### src/rtl/fetch_pkg.sv
// fetch_pkg: shared types and helpers for the byte-serial instruction fetcher.
//   fetch_state_t  - sequencer state encoding
//   byte_idx_t     - index of the instruction byte currently being fetched
//   INST_BYTES     - bytes per instruction
//   fetch_addr_ok  - legality check for an instruction fetch address
package fetch_pkg;

  localparam int unsigned INST_BYTES = 4;

  typedef logic [1:0] byte_idx_t;

  // ST_BOOT only exists while reset is applied and for the first edge after
  // release, so that mem_req and busy stay low during reset.
  typedef enum logic [1:0] {
    ST_BOOT  = 2'd0,
    ST_FETCH = 2'd1,
    ST_HOLD  = 2'd2,
    ST_FAULT = 2'd3
  } fetch_state_t;

  // Word aligned and the whole word inside memory. The compare is done in
  // 65 bits so addresses near 2^64 cannot wrap into range.
  function automatic logic fetch_addr_ok(input logic [63:0] addr,
                                         input logic [63:0] mem_bytes);
    return (addr[1:0] == 2'b00) &&
           (({1'b0, addr} + 65'(INST_BYTES - 1)) < {1'b0, mem_bytes});
  endfunction

endpackage

### src/rtl/inst_byte_assembler.sv
// inst_byte_assembler: 32-bit instruction register written one byte lane at a
// time (little-endian lanes), with synchronous clear.
//   clk, rst_n - clock, asynchronous active-low reset (clears word)
//   clr        - clear word to zero (wins over we)
//   we         - write wdata into lane
//   lane       - byte lane 0..3
//   wdata      - byte to write
//   word       - assembled instruction
module inst_byte_assembler
  import fetch_pkg::*;
(
  input  logic        clk,
  input  logic        rst_n,
  input  logic        clr,
  input  logic        we,
  input  byte_idx_t   lane,
  input  logic [7:0]  wdata,
  output logic [31:0] word
);

  always_ff @(posedge clk or negedge rst_n) begin
    if (!rst_n) begin
      word <= '0;
    end else if (clr) begin
      word <= '0;
    end else if (we) begin
      word[{lane, 3'b000} +: 8] <= wdata;
    end
  end

endmodule

### src/rtl/fetch_sequencer.sv
// fetch_sequencer: fetches 32-bit instructions over a byte-wide memory port,
// assembles them little-endian and offers them to decode with a valid/ready
// handshake. Redirects load a new PC from any state; illegal addresses park
// the sequencer in FAULT until a legal redirect or reset.
//   clk, rst_n     - clock, asynchronous active-low reset
//   redirect_valid - load redirect_addr as the new PC
//   redirect_addr  - new PC
//   mem_req        - byte read request (FETCH only)
//   mem_addr       - byte address, pc + byte index
//   mem_ack        - byte accepted, mem_rdata valid this cycle
//   mem_rdata      - read byte
//   inst_valid     - assembled instruction available (HOLD)
//   inst_ready     - decode accepts inst
//   inst, inst_pc  - instruction and its PC
//   fault          - illegal fetch address (FAULT)
//   busy           - high while fetching
module fetch_sequencer
  import fetch_pkg::*;
#(
  parameter logic [63:0] RESET_PC  = 64'h0,
  parameter logic [63:0] MEM_BYTES = 64'd16
) (
  input  logic        clk,
  input  logic        rst_n,
  input  logic        redirect_valid,
  input  logic [63:0] redirect_addr,
  output logic        mem_req,
  output logic [63:0] mem_addr,
  input  logic        mem_ack,
  input  logic [7:0]  mem_rdata,
  output logic        inst_valid,
  input  logic        inst_ready,
  output logic [31:0] inst,
  output logic [63:0] inst_pc,
  output logic        fault,
  output logic        busy
);

  fetch_state_t state;
  logic [63:0]  pc;
  byte_idx_t    byte_idx;

  logic         take_byte;
  logic         last_byte;
  logic         handshake;
  logic [63:0]  pc_seq;

  // A redirect cancels any byte acked in the same cycle.
  assign take_byte = (state == ST_FETCH) && mem_ack && !redirect_valid;
  assign last_byte = (byte_idx == byte_idx_t'(INST_BYTES - 1));
  assign handshake = (state == ST_HOLD) && inst_ready;
  assign pc_seq    = pc + 64'(INST_BYTES);

  always_ff @(posedge clk or negedge rst_n) begin
    if (!rst_n) begin
      state    <= ST_BOOT;
      pc       <= RESET_PC;
      byte_idx <= '0;
    end else if (redirect_valid) begin
      // Also covers a same-cycle HOLD handshake: the transfer completes,
      // but the redirect target wins over pc+4.
      pc       <= redirect_addr;
      byte_idx <= '0;
      state    <= fetch_addr_ok(redirect_addr, MEM_BYTES) ? ST_FETCH : ST_FAULT;
    end else begin
      unique case (state)
        ST_BOOT: begin
          state <= fetch_addr_ok(pc, MEM_BYTES) ? ST_FETCH : ST_FAULT;
        end
        ST_FETCH: begin
          if (take_byte) begin
            byte_idx <= byte_idx + 2'd1;
            if (last_byte) begin
              state <= ST_HOLD;
            end
          end
        end
        ST_HOLD: begin
          if (handshake) begin
            pc       <= pc_seq;
            byte_idx <= '0;
            state    <= fetch_addr_ok(pc_seq, MEM_BYTES) ? ST_FETCH : ST_FAULT;
          end
        end
        ST_FAULT: begin
          state <= ST_FAULT;
        end
        default: begin
          state <= ST_FAULT;
        end
      endcase
    end
  end

  // Every lane is rewritten before inst_valid, so partial bytes from an
  // aborted fetch can never leak; clearing on redirect just keeps inst tidy.
  inst_byte_assembler u_asm (
    .clk   (clk),
    .rst_n (rst_n),
    .clr   (redirect_valid),
    .we    (take_byte),
    .lane  (byte_idx),
    .wdata (mem_rdata),
    .word  (inst)
  );

  assign mem_req    = (state == ST_FETCH);
  assign busy       = (state == ST_FETCH);
  assign mem_addr   = pc + {62'd0, byte_idx};
  assign inst_valid = (state == ST_HOLD);
  assign inst_pc    = pc;
  assign fault      = (state == ST_FAULT);

endmodule

### config.mk
export PLATFORM = sky130hd
export DESIGN_NAME = fetch_sequencer
export DESIGN_NICKNAME = d
export VERILOG_FILES = /design/src/rtl/fetch_pkg.sv /design/src/rtl/inst_byte_assembler.sv /design/src/rtl/fetch_sequencer.sv
export SDC_FILE = /design/constraint.sdc
export NUM_CORES = 1
export LEC_CHECK = 0
export BUFFER_PORTS_ARGS = -buffer_cell sky130_fd_sc_hd__buf_4
export CORE_ASPECT_RATIO = 1.75
export CORE_MARGIN = 8
export CORE_UTILIZATION = 60
export CTS_CLUSTER_SIZE = 12
export DETAILED_ROUTE_END_ITERATION = 10
export PLACE_DENSITY = 0.91
export SLEW_MARGIN = 0
export SYNTH_ARGS = -nofsm -noshare
export SYNTH_HDL_FRONTEND = slang
export SYNTH_SLANG_ARGS = --single-unit
### constraint.sdc
create_clock -name clk -period 9.8 [get_ports clk]
set_input_delay 2.45 -clock clk [delete_from_list [all_inputs] [get_ports clk]]
set_output_delay 2.45 -clock clk [all_outputs]
set_load 0.02 [all_outputs]
=== Word-level counts from Yosys, hierarchy flattened ===
Index checks and enable logic that the tools add are counted.
Widths: inputs -> output; s select.

* Magnitude comparators: 3
* Muxes and demuxes: 18
* Shift-type cells: 2
* Reduce and logical (&&, ||, !) cells: 18
* Eq/ne operators: 7
* Add/subtract/negate cells: 7

{| class="wikitable"
|+ Operators with widths
! cell !! count
|-
| $add 64x2->65 const B || 3
|-
| $lt 65x5->1 const B || 3
|-
| $mux 64 || 3
|-
| $add 64x2->64 || 1
|-
| $add 64x3->64 const B || 1
|-
| $mux 32 || 2
|-
| $bwmux 32 || 1
|-
| $shift 8x7->32 const A || 1
|-
| $shiftx 8x7->32 || 1
|-
| $mux 2 || 10
|-
| $ne 3x2->1 const B || 3
|-
| $logic_not 2->1 || 4
|-
| $pmux 2 s4 || 1
|-
| $neg 5->7 || 1
|-
| $eq 2x2->1 const B || 3
|-
| $logic_and 1x1->1 || 6
|-
| $reduce_and 3->1 || 2
|-
| $reduce_bool 2->1 || 3
|-
| $pmux 2 s2 || 1
|-
| $reduce_bool 3->1 || 1
|-
| $add 2x1->2 const B || 1
|-
| $eq 2x1->1 const B || 1
|-
| $reduce_and 2->1 || 1
|-
| $logic_not 1->1 || 1
|}

* Word-level logic and storage cells: 59
* Output and inout bits: 164
* Bits in registers: 100

=== Depth between registers and ports, before layout ===
Gate-level depths: netlist of the first run.

* Depth after elaboration: 8
* Gate-level depth with buffers: 15
* Mapped depth without buffers: 12

=== Cells and area by module ===
From an unflattened synthesis of the first run, not the netlist that was laid out.

* Cells, all modules: 1509
* Area, all modules: 11160.7 um2

{| class="wikitable"
|+ Modules (own cells, without submodules)
! module !! times used !! cells an instance !! area an instance (um2)
|-
| fetch_sequencer || 1 || 1395 || 9696.8
|-
| inst_byte_assembler || 1 || 114 || 1463.9
|}

=== Least setup slack after synthesis of the first run ===
OpenSTA, ideal clock, no wires.

* Kind: input port to flip-flop
* From: in redirect_addr[7]
* To: reg state[1]
* Slack: 4.242 ns
* Required time: 9.659 ns
* Arrival: 5.418 ns
* Stages: 12
* Setup time: 0.141 ns
* Cells stage by stage: nand4_1 or4_1 clkbuf_1 or4b_1 or3_1 clkbuf_1 o21ai_1 nand4b_1 or3_1 or4_1 o22ai_1 a41oi_1

* Word-level cells in the longest chain between the ends: 5

{| class="wikitable"
|+ RTL lines
! what !! line !! source
|-
| start, declared || fetch_sequencer.sv:26 || <nowiki>input logic [63:0] redirect_addr,</nowiki>
|-
| $add 64x2->65 || fetch_pkg.sv:26 || <nowiki>(({1'b0, addr} + 65'(INST_BYTES - 1)) < {1'b0, mem_bytes});</nowiki>
|-
| $lt 65x5->1 || fetch_pkg.sv:26 ||
|-
| $logic_and 1x1->1 || fetch_pkg.sv:25 || <nowiki>return (addr[1:0] == 2'b00) &&</nowiki>
|-
| $mux 2 || fetch_sequencer.sv:64 || <nowiki>state <= fetch_addr_ok(redirect_addr, MEM_BYTES) ? ST_FETCH : ST_FAULT;</nowiki>
|-
| $mux 2 || fetch_sequencer.sv:59 || <nowiki>end else if (redirect_valid) begin</nowiki>
|-
| end signal, assigned || fetch_sequencer.sv:64 ||
|-
| end signal, assigned || fetch_sequencer.sv:68 || <nowiki>state <= fetch_addr_ok(pc, MEM_BYTES) ? ST_FETCH : ST_FAULT;</nowiki>
|-
| end signal, assigned || fetch_sequencer.sv:82 || <nowiki>state <= fetch_addr_ok(pc_seq, MEM_BYTES) ? ST_FETCH : ST_FAULT;</nowiki>
|-
| end, declared || fetch_sequencer.sv:39 || <nowiki>fetch_state_t state;</nowiki>
|}

No other way between the ends.
A chain may end at the register's enable or synchronous reset.

=== Final worst setup path of the first run ===
* From: reg pc[2], in the netlist inst_pc[2]
* To: out mem_addr[58]

* Word-level cells in the longest chain between the ends: 1

{| class="wikitable"
|+ RTL lines
! what !! line !! source
|-
| start, declared || fetch_sequencer.sv:40 || <nowiki>logic [63:0] pc;</nowiki>
|-
| start signal, assigned || fetch_sequencer.sv:62 || <nowiki>pc <= redirect_addr;</nowiki>
|-
| start signal, assigned || fetch_sequencer.sv:80 || <nowiki>pc <= pc_seq;</nowiki>
|-
| $add 64x2->64 || fetch_sequencer.sv:109 || <nowiki>assign mem_addr = pc + {62'd0, byte_idx};</nowiki>
|-
| end, declared || fetch_sequencer.sv:28 || <nowiki>output logic [63:0] mem_addr,</nowiki>
|}

No other way between the ends.

==> results of run 1 <==
-- cells in the mapped netlist (5+ instances only) --
library cell	count
or2_2	14
o211ai_1	5
ha_1	8
nor4_4	6
inv_1	24
mux2i_1	10
nor4_1	69
o21ai_0	111
nor2_1	157
o22ai_1	11
nand2b_1	11
o21a_1	7
a22o_1	18
nor3_1	57
buf_4	18
buf_2	27
nand4b_1	7
nand2_1	211
or4_1	17
and3_1	24
o31a_1	8
a22oi_1	5
xor2_1	87
dfrtp_1	100
a211o_1	5
o31ai_1	9
a21oi_1	37
nand4_1	85
or3_1	30
mux2_2	8
and2_1	10
clkbuf_1	63
buf_1	8
nand3_1	69
and4_1	16
nor3b_1	8
a31oi_1	11
xnor2_1	99
-- routing by layer --
layer	up-vias	wire, um
met5	-	32
li1	5949	-
met4	4	6220
met1	6488	17500
met2	1288	26600
met3	442	6650
-- flip-flops by register name (all words and copies together) (netlist names) --
signal      flops
inst_pc        64
u_asm.word     32
byte_idx        2
state           2
-- worst register-to-register path: stages (launching register included) --
cell	delay [ps]
dfrtp_1	680
ha_1	460
and3_1	330
nand4_1	270
nor4_1	1230
o22ai_1	270
nor4_4	470
nand3_1	440
or3_1	540
or3_1	370
a21oi_1	150
and4_1	270
a41oi_1	130
-- layout make-up --
cell class / instances / area [sq um]
multi-input cells: 1312 / 8120
well taps: 238 / 298
repair buffers: 255 / 1910
clock buffers: 9 / 225
fillers: 1514 / 5280
clock inverters: 7 / 68.8
flip-flops and latches: 100 / 2500
inverters: 24 / 90.1
-- per-stage QoR --
stage               power [uW]  cells  instance area, sq um
floorplan                  766   1552                 11200
global placement           966   1929                 12900
detailed placement         973   1929                 12900
CTS                       1340   1945                 13200
global route              1400   1945                 13200
finish                    1370   1945                 13200
-- final timing paths --
check | end | slack [ps] | cells after the start
worst max-delay path | mem_addr[58] | 3330 | 8
worst min-delay path | u_asm.word[8] | 500 | 2
worst max register to register | state[1] | 4070 | 12
worst min register to register | u_asm.word[8] | 500 | 2
max in group asynchronous | u_asm.word[27] | 6480 | 2
min in group asynchronous | inst_pc[8] | 1890 | 1
-- power by group --
| group | internal (uW) | switching (uW) | leakage (uW) |
|---|---|---|---|
| Sequential | 434 | 102 | 0.00127 |
| Clock | 179 | 198 | 0.000138 |
| Combinational | 172 | 287 | 0.00361 |
| Total | 786 | 587 | 0.00502 |
-- cells by family after synthesis --
group / Yosys count
mux: 18
buf+inv: 140
compound gates: 267
fa+ha+maj: 9
flops: 100
simple gates: 832
xor+xnor: 186
==> flow_summary.json, run 1 <==
{
  "fin_tns_setup_ps": 0,
  "clock_tree_from_tritoncts": "done",
  "cts.reportedPaths.clkPinSlew_ps": 80,
  "cts.sink_count": 100,
  "path_cells": "ha_1 -> nand3_1 -> nor4_4 -> nand4_1 -> or2_2 -> nor2_1 -> xor2_1 -> buf_4",
  "post_cts_resize_count": 0,
  "crit_path_max_incr_delay_ps": 680,
  "cts-htree-levels": 3,
  "vdd.ir_drop.worst_mv": 0.114,
  "routed_wire_length_per_instance_um": 29.3,
  "report.final.setup_viol": 0,
  "floorplan.initialDensity_pct": 60.8,
  "grt.busiest_layer": "met2",
  "cts-root-buf": "clkbuf_16",
  "yosysTopAreaCell": "dfrtp_1",
  "maxClockFrequency_ghz": 0.154,
  "yosysUniqueCellTypes": 78,
  "finalHoldWorstSlack_ps": 496,
  "io_pins": 241,
  "track_usage_pct": 47.6,
  "proportion_of_synthesized_chip_area_in_sequential_cells_pct": 22.3,
  "use_met2_pct": 77.3,
  "synth.net_count": 1638,
  "synth-simple-area-share_pct": 39.9,
  "drv.max_cap_violation_count": 0,
  "routed_wl_um": 56900,
  "detail_route.first_pass.iterations": 9,
  "gpl.final_weighted_congestion": 1.09,
  "synth.ff_latch_count": 100,
  "dp_worst_setup_slack_ps": 3750,
  "post-route-period-util_pct": 66.1,
  "synthesis.instances": 1552,
  "synth.area.mux_share_pct": 1.69,
  "grt_pass1_wl_um": 84800,
  "synthDominantCellAreaShare_pct": 22.3,
  "headroom_to_the_max_slew_limit_pct": 4.17,
  "dp_hpwl_um": 42100,
  "design.die.area_sq_um": 23500,
  "post_synth_fa_ha_maj_area_fraction_pct": 1.07,
  "cp_endpoint_kind": "output pin",
  "drt_drc_violations_left": 0,
  "hold_viol": 0,
  "die_h_um": 197,
  "netlist_area_before_placement_sq_um": 11200,
  "hp_class": "flip-flop to flip-flop",
  "worst_slack_ps": 3330,
  "synth.yosys.warnings": 0,
  "unrepaired_setup_endpoints_after_global_routing": "false",
  "rows": 66,
  "timing.critical_path.fanout_max": 13,
  "synth_area_per_cell_sq_um": 7.24,
  "worst_clock_skew_on_the_final_layout_ps": 15.0,
  "combinational_family_with_the_most_area_after_synthesis": "simple AND/OR/NAND/NOR gates",
  "status": "finished clean",
  "post-cts-setup-buffer-count": 0,
  "yosys-top-cells-area": "dfrtp_1 22%, xnor2_1 7.7%, nand2_1 7.0%",
  "area_delta_synth_final_pct": 17.5,
  "gr-usage-met1_pct": 45.9,
  "via_count_of_the_first_global_routing_pass": 14100,
  "timing.setup.critical_path_class": "flip-flop to output pin",
  "grt_start_max_net_pins": 105,
  "cts_hold_buffers": 0,
  "final_common_cell": "buf_4",
  "antenna-diode-count": 0,
  "synth-compound-area-share_pct": 15.1,
  "drt_iter0_markers": 2024,
  "power_leakage_uw": 0.00502,
  "insertion_delay_ps": 380,
  "power-per-cell-area_nw_per_um2": 104,
  "global_route_met3_utilization_pct": 17.3,
  "reg_to_reg_start": "inst_pc[2]",
  "antenna_found_initial": 3,
  "worst_path_max_delay_cell": "dfrtp_1",
  "postRouteAntennaNets": 0,
  "timing.final.crit_period_ps": 6470,
  "vias": 14200,
  "cts.path.max_buffers": 2,
  "cp.arrival_ps": 4020,
  "worst_slew_pin_slew_ps": 1440,
  "globalRouteOverflowTotal": 0,
  "final_net_count": 1788,
  "cp_num_buf_inv": 1,
  "postLayoutCoreUtil_pct": 71.4,
  "critical-path-top-delay-family": "simple AND/OR/NAND/NOR gates",
  "critPathLaunchType": "flip-flop",
  "fp.dieW_um": 119,
  "slew_violations": 0,
  "cts_made_buffers": 9,
  "setup.worst_path.start": "inst_pc[2]",
  "worst-endpoint-required_ps": 7350,
  "yosys.area_share.xor_xnor_pct": 14.5,
  "via_per_inst": 7.29,
  "ys.flop_type": "dfrtp_1",
  "most_used_cells_in_the_layout_excluding_fill_and_tap_cells": "255 x buf_4, 211 x nand2_1, 157 x nor2_1",
  "async_flop_share_pct": 100,
  "synth_edf_count": 0,
  "core_region_area_sq_um": 18500,
  "placement.io_buffers": 240,
  "final_layout_size_suffix_gt1_share_pct": 19.0,
  "hold_path_startpoint": "u_asm.word[8]"
}
Power figures use the tool's default switching activity.
==> run 2, diff against run 1 <==
CORE_UTILIZATION = 57   (was 60)
PLACE_DENSITY = 0.87   (was 0.91)
clock period = 6.7 ns   (was 9.8 ns; I/O delays follow)
==> flow_summary.json, run 2 (synthesis gave the netlist of run 1 again) <==
{
  "power_leakage_uw": 0.00506,
  "slew_violations": 0,
  "insertion_delay_ps": 380,
  "gr-usage-met1_pct": 44.8,
  "drt_iter0_markers": 1939,
  "design.die.area_sq_um": 24700,
  "critPathLaunchType": "flip-flop",
  "cts_made_buffers": 9,
  "maxClockFrequency_ghz": 0.172,
  "global_route_met3_utilization_pct": 15.0,
  "worst_clock_skew_on_the_final_layout_ps": 4.85,
  "gpl.final_weighted_congestion": 1.10,
  "final_net_count": 1793,
  "vias": 14100,
  "report.final.setup_viol": 0,
  "timing.setup.critical_path_class": "flip-flop to output pin",
  "clock_tree_from_tritoncts": "done",
  "routed_wl_um": 57400,
  "placement.io_buffers": 240,
  "timing.critical_path.fanout_max": 15,
  "die_h_um": 202,
  "status": "finished clean",
  "core_region_area_sq_um": 19600,
  "antenna-diode-count": 0,
  "io_pins": 241,
  "worst-r2r-setup-slack_ps": 1090,
  "final_layout_size_suffix_gt1_share_pct": 19.2,
  "hold_viol": 0,
  "grt.busiest_layer": "met2",
  "cts-root-buf": "clkbuf_16",
  "worst-endpoint-required_ps": 5030,
  "drt_drc_violations_left": 0,
  "timing.final.crit_period_ps": 5830,
  "final_common_cell": "buf_4",
  "power.total_uw": 2030,
  "cts.sink_count": 100,
  "cts.path.max_buffers": 2,
  "grt_start_max_net_pins": 109,
  "unrepaired_setup_endpoints_after_global_routing": "false",
  "globalRouteOverflowTotal": 0,
  "routed_wire_length_per_instance_um": 29.4,
  "via_count_of_the_first_global_routing_pass": 14100,
  "floorplan.initialDensity_pct": 57.5,
  "cts-htree-levels": 3,
  "fp.dieW_um": 122,
  "vdd.ir_drop.worst_mv": 0.174,
  "dp_hpwl_um": 43300,
  "cts.reportedPaths.clkPinSlew_ps": 70,
  "most_used_cells_in_the_layout_excluding_fill_and_tap_cells": "259 x buf_4, 211 x nand2_1, 157 x nor2_1",
  "cp.arrival_ps": 4150,
  "finalHoldWorstSlack_ps": 484,
  "use_met2_pct": 74.1,
  "hp_class": "flip-flop to flip-flop",
  "cp_endpoint_kind": "output pin",
  "power-per-cell-area_nw_per_um2": 153,
  "headroom_to_the_max_slew_limit_pct": 10.7,
  "area_delta_synth_final_pct": 18.1,
  "post-cts-setup-buffer-count": 0,
  "worst_slew_pin_slew_ps": 1340,
  "postRouteAntennaNets": 0,
  "detail_route.first_pass.iterations": 7,
  "antenna_found_initial": 0,
  "post-route-period-util_pct": 87.0,
  "largest_reg_flops": 64,
  "rows": 68,
  "post_cts_resize_count": 0,
  "cts_hold_buffers": 0,
  "drv.max_cap_violation_count": 0,
  "track_usage_pct": 46.2,
  "via_per_inst": 7.18,
  "fin_tns_setup_ps": 0,
  "grt_pass1_wl_um": 85800
}
[run 2: cell count changes in the layout (fill, tap and decap cells not counted), sizes merged]
cell / before / now
buf: 255 / 260
clkbuf: 9 / 10
clkinvlp: 2 / 0
bufinv: 0 / 1
inv: 28 / 27
[run 2: area by class of cell]
class,instances,area (sq um)
Inverter,24,90.1
Sequential cell,100,2500
Multi-Input combinational cell,1312,8120
Fill cell,1682,6300
Tap cell,245,307
Clock inverter,5,67.6
Clock buffer,10,239
Timing Repair Buffer,260,1950
[run 2: where the power goes]
part	internal, uW	leakage, uW	total [uW]	switching (uW)
sequential	635	0.00127	770	135
combinational	254	0.00364	687	433
clock	304	0.000151	570	266
[run 2: per-stage QoR]
step / std cells / cell area (sq um) / worst slack, ps / util [%]
after floorplan: 1552 / 11200 / 1920 / -
after global placement: 1940 / 13000 / 1240 / 66.2
after detailed placement: 1940 / 13000 / 1240 / 66.2
after CTS: 1955 / 13300 / 1030 / 67.8
after global routing: 1956 / 13300 / 716 / 67.8
final: 1956 / 13300 / 874 / 67.8
[run 2: layer usage]
metal,routed length (um),vias to the layer above
met2,26600,1178
met4,6820,2
li1,-,5944
met3,6510,459
met1,17400,6470
met5,50,-
[run 2: final timing paths]
kind                           startpoint        endpoint  cells after the start
max                            inst_pc[5]    mem_addr[61]                      8
min                        u_asm.word[15]  u_asm.word[15]                      2
max reg2reg                   inst_pc[14]        state[1]                     11
min reg2reg                u_asm.word[15]  u_asm.word[15]                      2
max in group asynchronous           rst_n        state[1]                      2
min in group asynchronous           rst_n     inst_pc[11]                      1
[run 2: critical path, stage by stage, from the launching register on]
cell	delay (ps)
dfrtp_1	690
nand4_1	710
or4_1	800
nand2b_1	220
nor2_1	490
nand3_1	320
nor2_1	190
xor2_1	170
buf_4	160
